$ cat src/rtl/mem_ctrl_pkg.sv
// Shared types and constants for the MEM-stage data memory access controller.
// State encoding, default timeout and timeout counter width.
package mem_ctrl_pkg;

    typedef enum logic [1:0] {
        ST_IDLE = 2'd0,
        ST_REQ  = 2'd1,
        ST_DONE = 2'd2
    } state_t;

    localparam int TIMEOUT_DEF = 64;
    localparam int CNT_W       = 8;

    localparam logic [CNT_W-1:0] CNT_MAX = '1;

endpackage

$ cat src/rtl/mem_access_ctrl_if.sv
// Pipeline-side and memory-side signals of the MEM-stage access controller.
// slave = controller view, master = pipeline/memory environment view.
interface mem_access_ctrl_if;

    logic        MemRead_i;
    logic        MemWrite_i;
    logic [31:0] addr_i;
    logic [31:0] wdata_i;
    logic [31:0] rdata_o;
    logic        MemStall_o;
    logic        mem_req_o;
    logic        mem_we_o;
    logic [31:0] mem_addr_o;
    logic [31:0] mem_wdata_o;
    logic        mem_ack_i;
    logic [31:0] mem_rdata_i;
    logic        err_o;

    modport slave (
        input  MemRead_i,
        input  MemWrite_i,
        input  addr_i,
        input  wdata_i,
        input  mem_ack_i,
        input  mem_rdata_i,
        output rdata_o,
        output MemStall_o,
        output mem_req_o,
        output mem_we_o,
        output mem_addr_o,
        output mem_wdata_o,
        output err_o
    );

    modport master (
        output MemRead_i,
        output MemWrite_i,
        output addr_i,
        output wdata_i,
        output mem_ack_i,
        output mem_rdata_i,
        input  rdata_o,
        input  MemStall_o,
        input  mem_req_o,
        input  mem_we_o,
        input  mem_addr_o,
        input  mem_wdata_o,
        input  err_o
    );

endinterface

$ cat src/rtl/mem_timeout_cnt.sv
// Saturating wait counter for one memory access.
// expired is asserted in the LIMIT-th enabled cycle after a clear.
module mem_timeout_cnt
    import mem_ctrl_pkg::*;
#(
    parameter int LIMIT = TIMEOUT_DEF
) (
    input  logic clk_i,
    input  logic rst_i,
    input  logic clear,
    input  logic enable,
    output logic expired
);

    localparam logic [CNT_W-1:0] LAST = CNT_W'(LIMIT - 1);

    logic [CNT_W-1:0] cnt;

    always_ff @(posedge clk_i or negedge rst_i) begin
        if (!rst_i) begin
            cnt <= '0;
        end else if (clear) begin
            cnt <= '0;
        end else if (enable && cnt != CNT_MAX) begin
            cnt <= cnt + CNT_W'(1);
        end
    end

    assign expired = enable && (cnt >= LAST);

endmodule

$ cat src/rtl/mem_access_ctrl.sv
// MEM-stage data memory access controller: stalls the pipeline around each access.
// Optional posted write buffer: define MEM_ACCESS_CTRL_WBUF_EN.
module mem_access_ctrl
    import mem_ctrl_pkg::*;
#(
    parameter int TIMEOUT = TIMEOUT_DEF
) (
    input  logic               clk_i,
    input  logic               rst_i,
    mem_access_ctrl_if.slave   bus
);

    state_t      state;
    logic        posted;
    logic        req_q;
    logic        we_q;
    logic [31:0] addr_q;
    logic [31:0] wdata_q;
    logic [31:0] rdata_q;
    logic        err_q;
    logic        any_req;
    logic        post;
    logic        take;
    logic        cnt_en;
    logic        expired;
    logic        stall;

    assign any_req = bus.MemRead_i | bus.MemWrite_i;
    assign take    = (state == ST_IDLE) && any_req;
    assign cnt_en  = (state == ST_REQ);

`ifdef MEM_ACCESS_CTRL_WBUF_EN
    // a store with both strobes set is still a store, so it may be posted
    assign post = bus.MemWrite_i;
`else
    assign post = 1'b0;
`endif

    mem_timeout_cnt #(
        .LIMIT (TIMEOUT)
    ) u_tmo (
        .clk_i   (clk_i),
        .rst_i   (rst_i),
        .clear   (take),
        .enable  (cnt_en),
        .expired (expired)
    );

    // posted drains only freeze the pipe when another access is waiting
    always_comb begin
        stall = 1'b0;
        unique case (state)
            ST_IDLE: stall = any_req & ~post;
            ST_REQ:  stall = ~posted | any_req;
            ST_DONE: stall = posted & any_req;
            default: stall = 1'b0;
        endcase
    end

    always_ff @(posedge clk_i or negedge rst_i) begin
        if (!rst_i) begin
            state   <= ST_IDLE;
            posted  <= 1'b0;
            req_q   <= 1'b0;
            we_q    <= 1'b0;
            addr_q  <= '0;
            wdata_q <= '0;
            rdata_q <= '0;
            err_q   <= 1'b0;
        end else begin
            unique case (state)
                ST_IDLE: begin
                    if (any_req) begin
                        state   <= ST_REQ;
                        req_q   <= 1'b1;
                        we_q    <= bus.MemWrite_i;
                        addr_q  <= bus.addr_i;
                        wdata_q <= bus.wdata_i;
                        posted  <= post;
                    end
                end
                ST_REQ: begin
                    if (bus.mem_ack_i) begin
                        state <= ST_DONE;
                        req_q <= 1'b0;
                        if (!we_q) rdata_q <= bus.mem_rdata_i;
                    end else if (expired) begin
                        state <= ST_DONE;
                        req_q <= 1'b0;
                        err_q <= 1'b1;
                        if (!we_q) rdata_q <= '0;
                    end
                end
                ST_DONE: begin
                    state  <= ST_IDLE;
                    posted <= 1'b0;
                end
                default: begin
                    state  <= ST_IDLE;
                    req_q  <= 1'b0;
                    posted <= 1'b0;
                end
            endcase
        end
    end

    assign bus.MemStall_o  = rst_i & stall;
    assign bus.mem_req_o   = req_q;
    assign bus.mem_we_o    = we_q;
    assign bus.mem_addr_o  = addr_q;
    assign bus.mem_wdata_o = wdata_q;
    assign bus.rdata_o     = rdata_q;
    assign bus.err_o       = err_q;

endmodule

$ cat src/flat_wrapper.sv
// flat-port wrapper written by rule: the top's interface ports become plain ports
module mem_access_ctrl_flat import mem_ctrl_pkg::*;
#(
    parameter int TIMEOUT = TIMEOUT_DEF
)
  (clk_i, rst_i, bus_MemRead_i, bus_MemWrite_i, bus_addr_i, bus_wdata_i, bus_mem_ack_i, bus_mem_rdata_i, bus_rdata_o, bus_MemStall_o, bus_mem_req_o, bus_mem_we_o, bus_mem_addr_o, bus_mem_wdata_o, bus_err_o);
  mem_access_ctrl_if bus_i ();
  input  logic clk_i;
  input  logic rst_i;
  input wire logic [$bits(bus_i.MemRead_i)-1:0] bus_MemRead_i;
  input wire logic [$bits(bus_i.MemWrite_i)-1:0] bus_MemWrite_i;
  input wire logic [$bits(bus_i.addr_i)-1:0] bus_addr_i;
  input wire logic [$bits(bus_i.wdata_i)-1:0] bus_wdata_i;
  input wire logic [$bits(bus_i.mem_ack_i)-1:0] bus_mem_ack_i;
  input wire logic [$bits(bus_i.mem_rdata_i)-1:0] bus_mem_rdata_i;
  output wire logic [$bits(bus_i.rdata_o)-1:0] bus_rdata_o;
  output wire logic [$bits(bus_i.MemStall_o)-1:0] bus_MemStall_o;
  output wire logic [$bits(bus_i.mem_req_o)-1:0] bus_mem_req_o;
  output wire logic [$bits(bus_i.mem_we_o)-1:0] bus_mem_we_o;
  output wire logic [$bits(bus_i.mem_addr_o)-1:0] bus_mem_addr_o;
  output wire logic [$bits(bus_i.mem_wdata_o)-1:0] bus_mem_wdata_o;
  output wire logic [$bits(bus_i.err_o)-1:0] bus_err_o;
  assign bus_i.MemRead_i = bus_MemRead_i;
  assign bus_i.MemWrite_i = bus_MemWrite_i;
  assign bus_i.addr_i = bus_addr_i;
  assign bus_i.wdata_i = bus_wdata_i;
  assign bus_i.mem_ack_i = bus_mem_ack_i;
  assign bus_i.mem_rdata_i = bus_mem_rdata_i;
  assign bus_rdata_o = bus_i.rdata_o;
  assign bus_MemStall_o = bus_i.MemStall_o;
  assign bus_mem_req_o = bus_i.mem_req_o;
  assign bus_mem_we_o = bus_i.mem_we_o;
  assign bus_mem_addr_o = bus_i.mem_addr_o;
  assign bus_mem_wdata_o = bus_i.mem_wdata_o;
  assign bus_err_o = bus_i.err_o;
  mem_access_ctrl #(.TIMEOUT(TIMEOUT)) u_core (.clk_i(clk_i), .rst_i(rst_i), .bus(bus_i));
endmodule
$ cat config.mk
export PLATFORM = sky130hd
export DESIGN_NAME = mem_access_ctrl_flat
export DESIGN_NICKNAME = d
export VERILOG_FILES = /design/src/rtl/mem_ctrl_pkg.sv /design/src/rtl/mem_access_ctrl_if.sv /design/src/rtl/mem_timeout_cnt.sv /design/src/rtl/mem_access_ctrl.sv /design/src/flat_wrapper.sv
export SDC_FILE = /design/constraint.sdc
export NUM_CORES = 1
export LEC_CHECK = 0
export ABC_CLOCK_PERIOD_IN_PS = 3800
export CORE_UTILIZATION = 44
export DETAILED_ROUTE_END_ITERATION = 8
export PLACE_DENSITY = 0.87
export SYNTH_ARGS = -nofsm -noshare
export SYNTH_HDL_FRONTEND = slang
export SYNTH_SLANG_ARGS = --single-unit
$ cat constraint.sdc
create_clock -name clk_i -period 3.8 [get_ports clk_i]
set_clock_uncertainty 0.1 [all_clocks]
set_input_delay 1.14 -clock clk_i [delete_from_list [all_inputs] [get_ports clk_i]]
set_output_delay 1.14 -clock clk_i [all_outputs]
set_load 0.02 [all_outputs]
Yosys cells after proc, flatten, opt, wreduce, memory -nomap -nowiden

Cells that the tools add are included.

Output and inout port bits: 100
Logic and storage cells: 54
Bits of input ports: 101
Register bits: 110

Equality and inequality tests: 5
Order comparisons: 1
Reductions and logical operators: 12
Bitwise operators: 9
Multiplexer cells: 17
Add/subtract/negate cells: 1

Operators by type and width:

| operator            | count |
|---|---|
| $mux 32             | 4 |
| $mux 8              | 2 |
| $reduce_and 3->1    | 3 |
| $add 8x1->8 const B | 1 |
| $ge 8x6->1 const B  | 1 |
| $ne 8x8->1 const B  | 1 |
| $mux 2              | 3 |
| $pmux 1 s3          | 2 |
| $reduce_and 2->1    | 3 |
| $not 1->1           | 5 |
| $mux 1              | 4 |
| $pmux 2 s2          | 1 |
| $reduce_bool 2->1   | 2 |
| $logic_and 1x1->1   | 3 |
| $ne 3x2->1 const B  | 1 |
| $and 1x1->1         | 2 |
| $eq 2x1->1 const B  | 1 |
| $eq 2x2->1 const B  | 1 |
| $logic_not 2->1     | 1 |
| $ne 2x1->1 const B  | 1 |
| $or 1x1->1          | 2 |
| $pmux 1 s2          | 1 |

Longest topological paths before layout

Gate-level depths: netlist of the first run.

Word-level depth: 5
Gate-level depth with buffers: 6
Depth with buffers taken out: 5

By module

From an unflattened synthesis of the first run, not the netlist that was laid out.

Cell total of the unflattened synthesis: 338
Area, all modules: 4508.1 um2

By module, submodules not included:

| module          | sequential area each (um2) | cells each | times used | area an instance (um2) |
|---|---|---|---|---|
| mem_access_ctrl | 2527.4                     | 291        | 1          | 4023.9 |
| mem_timeout_cnt | 200.2                      | 47         | 1          | 484.2 |

Least setup slack after synthesis of the first run

Ideal clock, no wire load.

Path kind: input -> output
Start: input bus_MemWrite_i
End: output bus_MemStall_o
Required time: 2560 ps
Setup slack: 863 ps
Arrival: 1697 ps
Cell stages on the path: 2
Path buffers: 0
Path through: nor3_1 > nor3b_1

Cells in the longest elaborated chain, start to end: 4
Elaborated cells on any way between the ends: 5

Ends and longest elaborated chain:

| what                                             | line                                         | RTL |
|---|---|---|
| from (decl)                                      | flat_wrapper.sv:11                           | `input wire logic [$bits(bus_i.MemWrite_i)-1:0] bus_MemWrite_i;` |
| $or 1x1->1 (*)                                   | mem_access_ctrl.sv:28                        | `assign any_req = bus.MemRead_i \| bus.MemWrite_i;` |
| $and 1x1->1 / $or 1x1->1 (equally long branches) | mem_access_ctrl.sv:55, mem_access_ctrl.sv:54 |  |
| $pmux 1 s3 (*)                                   | mem_access_ctrl.sv:52                        | `unique case (state)` |
| $and 1x1->1 (*)                                  | mem_access_ctrl.sv:107                       | `assign bus.MemStall_o = rst_i & stall;` |
| to (decl)                                        | flat_wrapper.sv:17                           | `output wire logic [$bits(bus_i.MemStall_o)-1:0] bus_MemStall_o;` |

Every way passes the cells marked *; elsewhere a longest branch is shown, timed or not.

Worst setup path after layout of the first run

Start: input bus_MemRead_i
End: output bus_MemStall_o

Cells in the longest elaborated chain, start to end: 4
Elaborated cells on any way between the ends: 5

Ends and longest elaborated chain:

| what                                             | line                                         | RTL |
|---|---|---|
| from (decl)                                      | flat_wrapper.sv:10                           | `input wire logic [$bits(bus_i.MemRead_i)-1:0] bus_MemRead_i;` |
| $or 1x1->1 (*)                                   | mem_access_ctrl.sv:28                        |  |
| $and 1x1->1 / $or 1x1->1 (equally long branches) | mem_access_ctrl.sv:55, mem_access_ctrl.sv:54 |  |
| $pmux 1 s3 (*)                                   | mem_access_ctrl.sv:52                        |  |
| $and 1x1->1 (*)                                  | mem_access_ctrl.sv:107                       |  |

Marks and branches as above.

==> results of run 1 <==
## synth_stat cells (all sizes together), types with 3 or more instances
cell type  instances
a22o              33
buf               17
clkbuf             5
dfrtp            109
nand2            198
nor2               7
nor3               4
o211ai             3
o21ai              6
## final timing paths
kind	start	endpoint	slack [ps]
worst max-delay path	bus_MemRead_i	bus_MemStall_o	70
worst min register to register	u_core.bus.err_o	u_core.bus.err_o	370
min in group asynchronous	rst_i	u_core.bus.rdata_o[7]	810
worst min-delay path	u_core.bus.err_o	u_core.bus.err_o	370
worst max register to register	u_core.u_tmo.cnt[0]	u_core.bus.rdata_o[5]	1440
max in group asynchronous	rst_i	u_core.bus.mem_wdata_o[30]	1620
## kinds of logic (layout without fill, tap and decap cells)
logic type	Yosys count	after routing	synth area share, %
fa+ha+maj	1	1	0.300
mux	2	2	0.480
simple gates	219	219	20.7
flops	109	109	65.4
xor+xnor	1	1	0.210
compound gates	51	51	10.1
buf+inv	24	226	2.82
## through the flow
step	hold WS, ps	area, um^2	util (%)
floorplan	390	4170	-
global placement	345	6290	68.4
finish	365	6470	70.3
CTS	372	6470	70.3
detailed placement	347	6290	68.4
global route	400	6470	70.3
## layout make-up
class	count	share of cell area, %
tap	111	2.15
clock buffer	11	2.19
multi-input combinational	274	20.7
inverter	2	0.116
sequential	109	42.2
timing repair buffer	208	32.0
clock inverter	5	0.619
## state kept, by name (all words and copies together), names as in the netlist
| register | cells |
|---|---|
| u_core.bus.mem_wdata_o | 32 |
| u_core.bus.mem_we_o | 1 |
| u_core.state | 2 |
| u_core.bus.err_o | 1 |
| u_core.bus.rdata_o | 32 |
| u_core.u_tmo.cnt | 8 |
| u_core.bus.mem_addr_o | 32 |
| u_core.bus.mem_req_o | 1 |
## power by group
| part | switching, mW | total, mW | internal [mW] | leakage [nW] |
|---|---|---|---|---|
| Combinational | 1.47 | 2.77 | 1.30 | 1.62 |
| Clock | 0.394 | 0.659 | 0.265 | 0.0947 |
| Sequential | 0.306 | 1.99 | 1.68 | 1.36 |
## routing by layer
layer / global-route usage [%] / share of wire (%) / up-vias
met2: 37.9 / 49 / 155
met3: 6.96 / 7.3 / 11
met4: 6.45 / 1.2 / 0
li1: - / - / 1710
met5: 0 / 0 / -
met1: 28.7 / 42 / 1762
==> summary.txt, run 1 <==
Status
  • Status: finished, final reports clean

Floorplan
  • Die area: approximately 9900 um^2
  • Die height: roughly 99 um
  • Core Area: a little over 9000 um^2
  • # rows: 35
  • Top Ports: roughly 200
  • Die X: a little under 100 um
  • Initial Util: 45.3%

Synthesis
  • Mean Syn Cell Area: around 10 um^2
  • Top_reg_cell synth: dfrtp_1
  • Yosys reg bits: approximately 110
  • Synth warn: 0
  • Synth unique cells: 32
  • Post-Synthesis Cell Area: roughly 4200 um^2
  • Post-Syn Instances: 407
  • Sequential area share after synthesis: approximately 65%
  • Ranking of synthesized cells by area: dfrtp_1 65%, nand2_1 18%, a22o_1 6.9%
  • Post-synth EDFFs: 0
  • Share of the synthesized area in the top cell type: about two thirds
  • Post-synth top area cell: dfrtp_1
  • Net count after synthesis: slightly above 500
  • Ys async rst share: 100%

Routing
  • DR iter-0 viols: approximately 130
  • DR vias/cell: approximately 5.1
  • WL final: between 10,000 and 15,000 um
  • Pre-antenna DRT Iters: 4
  • WL/cell: roughly 15 um
  • DR vias: between 3k and 4k
  • Remaining antenna violation count: 0
  • DRC: 0

Global routing
  • Initial antenna violation count: 0
  • Congestion Overflow GR: 0
  • Tot GR Track Use: a little under a quarter
  • Largest net degree at the start of global routing: 62
  • Global-route wire length before repair: approximately 18,000 um
  • Vias in the first global route: approximately 3.7k

Critical path
  • Critical Path End Type: primary output
  • Most used cell, CP: clkdlybuf4s50_1
  • Max FO, Critical Path: 2
  • Crit. path cell count: 4
  • Slowest-stage cell, CP: clkdlybuf4s50_1
  • Startpoint types: primary input
  • Crit Path Category: primary input to primary output
  • Crit path DAT: 2490 ps
  • Worst EP required: 2560 ps
  • Worst path bufs/invs: 2
  • Crit-path leading delay family: buffers and inverters
  • CP max stage delay: roughly 640 ps
  • Reg2reg path depth: 5
  • Crit-path cells: clkdlybuf4s50_1 > nor3_1 > nor3b_1 > clkdlybuf4s50_1

Worst hold path
  • Min-delay worst type: flop to flop
  • Worst hold stages: 1

Pwr
  • Power density over the cells: 837 nW/um^2
  • Pwr Total: 5.42 mW
  • Peak VDD IR: 0.505 mV
  • Leak Pwr: between 3 and 4 nW

STA
  • Slew Viols, Final: 0
  • Final setup violating endpoints: 0
  • Worst setup margin: about 73 ps
  • Peak Freq: around 270 MHz
  • RSZ-0062 raised after global routing: false
  • Slew headroom: between 20% and 30%
  • Tcrit/Tclk final: 98.1%
  • Worst-margin pin slew: about 1100 ps
  • Tmin final: approximately 3700 ps
  • Final Hold Viols: 0
  • Fin Setup TNS: 0 ps

Layout
  • Register area: 2730 um^2
  • FILL cells: 676
  • Ant. Diodes: 0
  • Area growth syn-to-layout: 55.2%
  • Cell Count, Final, Fillers Out: 720
  • Footprint of the multi-input gates: approximately 1300 um^2
  • Nets@finish: between 700 and 800
  • Layout cells sized above 1: 5.09%
  • Commonest non-fill, non-tap cell in the layout: clkdlybuf4s50_1
  • Most frequent cells in the layout: 199 x clkdlybuf4s50_1, 198 x nand2_1, 109 x dfrtp_1

Clock tree
  • Post-CTS Setup Bufs: 0
  • Worst skew pair latency: approximately 350 ps
  • Clock slew at reported path FFs: 110 ps
  • Cts bufs inserted: 9
  • H-tree depth: 3
  • Root Buffer: clkbuf_8
  • Post-CTS Hold Buffers: 0
  • Cts repair resizes: 0
  • CTS sink count: about 110
  • Clock Tree Buf Depth: 2
  • TritonCTS clock tree: done

Placement
  • Detail Placement HPWL: about 7700 um
  • Buffers on Ports: 200
  • Post-placement cell count: 704
  • Final GP Congestion: 0.737
  • Placement Setup Slack: around 53 ps

Job
  • MaxCap Viol Count: 0
Note: power is estimated with default switching activity, not from simulation.
==> inputs of run 2 (changes only) <==
--- a/config.mk
+++ b/config.mk
@@ -6,6 +6,7 @@
 export NUM_CORES = 1
 export LEC_CHECK = 0
 export ABC_CLOCK_PERIOD_IN_PS = 3800
+export CORE_MARGIN = 10
 export CORE_UTILIZATION = 44
 export DETAILED_ROUTE_END_ITERATION = 8
 export PLACE_DENSITY = 0.87
==> summary.txt, run 2 (same netlist as run 1, synthesis figures left out) <==
Clock tree
  • Cts bufs inserted: 9
  • Root Buffer: clkbuf_8
  • Worst skew pair latency: around 350 ps
  • Clock slew at reported path FFs: approximately 90 ps
  • H-tree depth: 3
  • Cts repair resizes: 0
  • CTS sink count: 109
  • Post-CTS Hold Buffers: 0
  • Post-CTS Setup Bufs: 0
  • TritonCTS clock tree: done
  • Clock Tree Buf Depth: 2

Critical path
  • Crit path DAT: between 2000 and 2500 ps
  • Worst EP required: between 2000 and 3000 ps
  • Startpoint types: primary input
  • Max FO, Critical Path: 2
  • Crit Path Category: primary input to primary output
  • Reg2reg path depth: 5
  • Critical Path End Type: primary output

Placement
  • Buffers on Ports: 200
  • Detail Placement HPWL: 9870 um
  • Placed Area: between 6000 and 7000 um^2
  • Final GP Congestion: approximately 0.74

Routing
  • DR vias: between 3k and 4k
  • Remaining antenna violation count: 0
  • DRC: 0
  • DR iter-0 viols: ~200
  • WL/cell: ~17 um
  • DR vias/cell: between 4 and 5
  • WL final: approximately 13,000 um
  • Pre-antenna DRT Iters: 4

STA
  • Final setup violating endpoints: 0
  • Slew headroom: around 54%
  • RSZ-0062 raised after global routing: false
  • Final Hold Viols: 0
  • Tcrit/Tclk final: between 80% and 90%
  • Slew Viols, Final: 0
  • Tmin final: ~3400 ps
  • Fin Setup TNS: 0 ps
  • Worst-margin pin slew: 684 ps
  • Peak Freq: between 200 and 300 MHz

Pwr
  • Cell Int Power: around 3.3 mW
  • Sw Pwr: ~2.2 mW
  • Switching part of the total: approximately two fifths
  • Peak VDD IR: 0.438 mV
  • Share of power burned in registers: a little over a third
  • Power density over the cells: between 800 and 900 nW/um^2
  • Clock power frac: 13.4%
  • Combinational Power Share: between 50% and 60%
  • Leak Pwr: around 3.1 nW
  • Pwr Total: around 5.6 mW

Floorplan
  • # rows: 35
  • Core Area: 9240 um^2
  • Initial Util: a little under half
  • Top Ports: 201
  • Die area: about 14,000 um^2
  • Die X: 117 um
  • Die height: around 120 um

Status
  • Status: finished, final reports clean

Layout
  • Layout cells sized above 1: under 10%
  • Nets@finish: a little over 700
  • Ant. Diodes: 0
  • Most frequent cells in the layout: 198 x nand2_1, 198 x clkdlybuf4s50_1, 109 x dfrtp_1
  • Area growth syn-to-layout: 56.9%
  • FILL cells: approximately 670
  • Post-layout instance area: 6540 um^2

Global routing
  • Initial antenna violation count: 0
  • Tot GR Track Use: about a fifth
  • Largest net degree at the start of global routing: 56
  • Congestion Overflow GR: 0
  • Vias in the first global route: approximately 4.0k
  • Global-route wire length before repair: 21,300 um

Worst hold path
  • Min-delay worst type: flop to flop
  • Worst hold stages: 1

Job
  • MaxCap Viol Count: 0
## run 2: final timing paths
path,to,slack (ps),from
worst max-delay path,bus_MemStall_o,430,bus_MemWrite_i
worst min-delay path,u_core.bus.err_o,380,u_core.bus.err_o
worst max register to register,u_core.bus.mem_addr_o[14],1890,u_core.state[0]
worst min register to register,u_core.bus.err_o,380,u_core.bus.err_o
max in group asynchronous,u_core.bus.mem_wdata_o[23],1630,rst_i
min in group asynchronous,u_core.bus.mem_we_o,810,rst_i
## run 2: layout make-up
type	count	area [um^2]	share of cell area [%]
Sequential cell	109	2730	41.7
Clock inverter	4	55.1	0.842
Tap cell	129	161	2.47
Clock buffer	12	165	2.53
Timing Repair Buffer	209	2080	31.8
Inverter	2	7.51	0.115
Multi-Input combinational cell	274	1340	20.5
## run 2: critical path, stage by stage
cell and delay [ps]:
clkdlybuf4s50_1 500, nor3_1 60, nor3b_1 160, dlymetal6s2s_1 270
## run 2: power by group through the flow
stage | combinational (mW) | sequential (mW) | clock [mW]
floorplan | 0.817 | 2.58 | 0
global placement | 2.81 | 1.96 | 0
detailed placement | 2.86 | 2.00 | 0
CTS | 2.88 | 1.98 | 0.766
global route | 3.06 | 2.05 | 0.806
finish | 2.83 | 1.98 | 0.743
## run 2: metal layers
layer | wire length [um] | track usage [%] | vias up
met5 | 0 | 0 | -
met4 | 289 | 6.10 | 0
met3 | 1360 | 8.78 | 19
met2 | 6080 | 31.0 | 160
met1 | 5130 | 20.5 | 1752
li1 | - | - | 1714
## run 2: stage by stage
stage                     util [%]  std cells  worst slack, ps  hold WS (ps)
after floorplan                  -        407              863           390
after global routing          70.8        739              388           411
after CTS                     70.8        739             48.3           385
final                         70.8        739              432           380
after detailed placement      68.4        723             64.7           362
after global placement        68.4        723             75.8           339
==> inputs of run 3 (changes only) <==
--- a/config.mk
+++ b/config.mk
@@ -6,6 +6,7 @@
 export NUM_CORES = 1
 export LEC_CHECK = 0
 export ABC_CLOCK_PERIOD_IN_PS = 3800
+export CAP_MARGIN = 40
 export CORE_MARGIN = 10
 export CORE_UTILIZATION = 44
 export DETAILED_ROUTE_END_ITERATION = 8
==> results of run 3 <==
Final layout, timing and power as in run 2 (identical DEF).
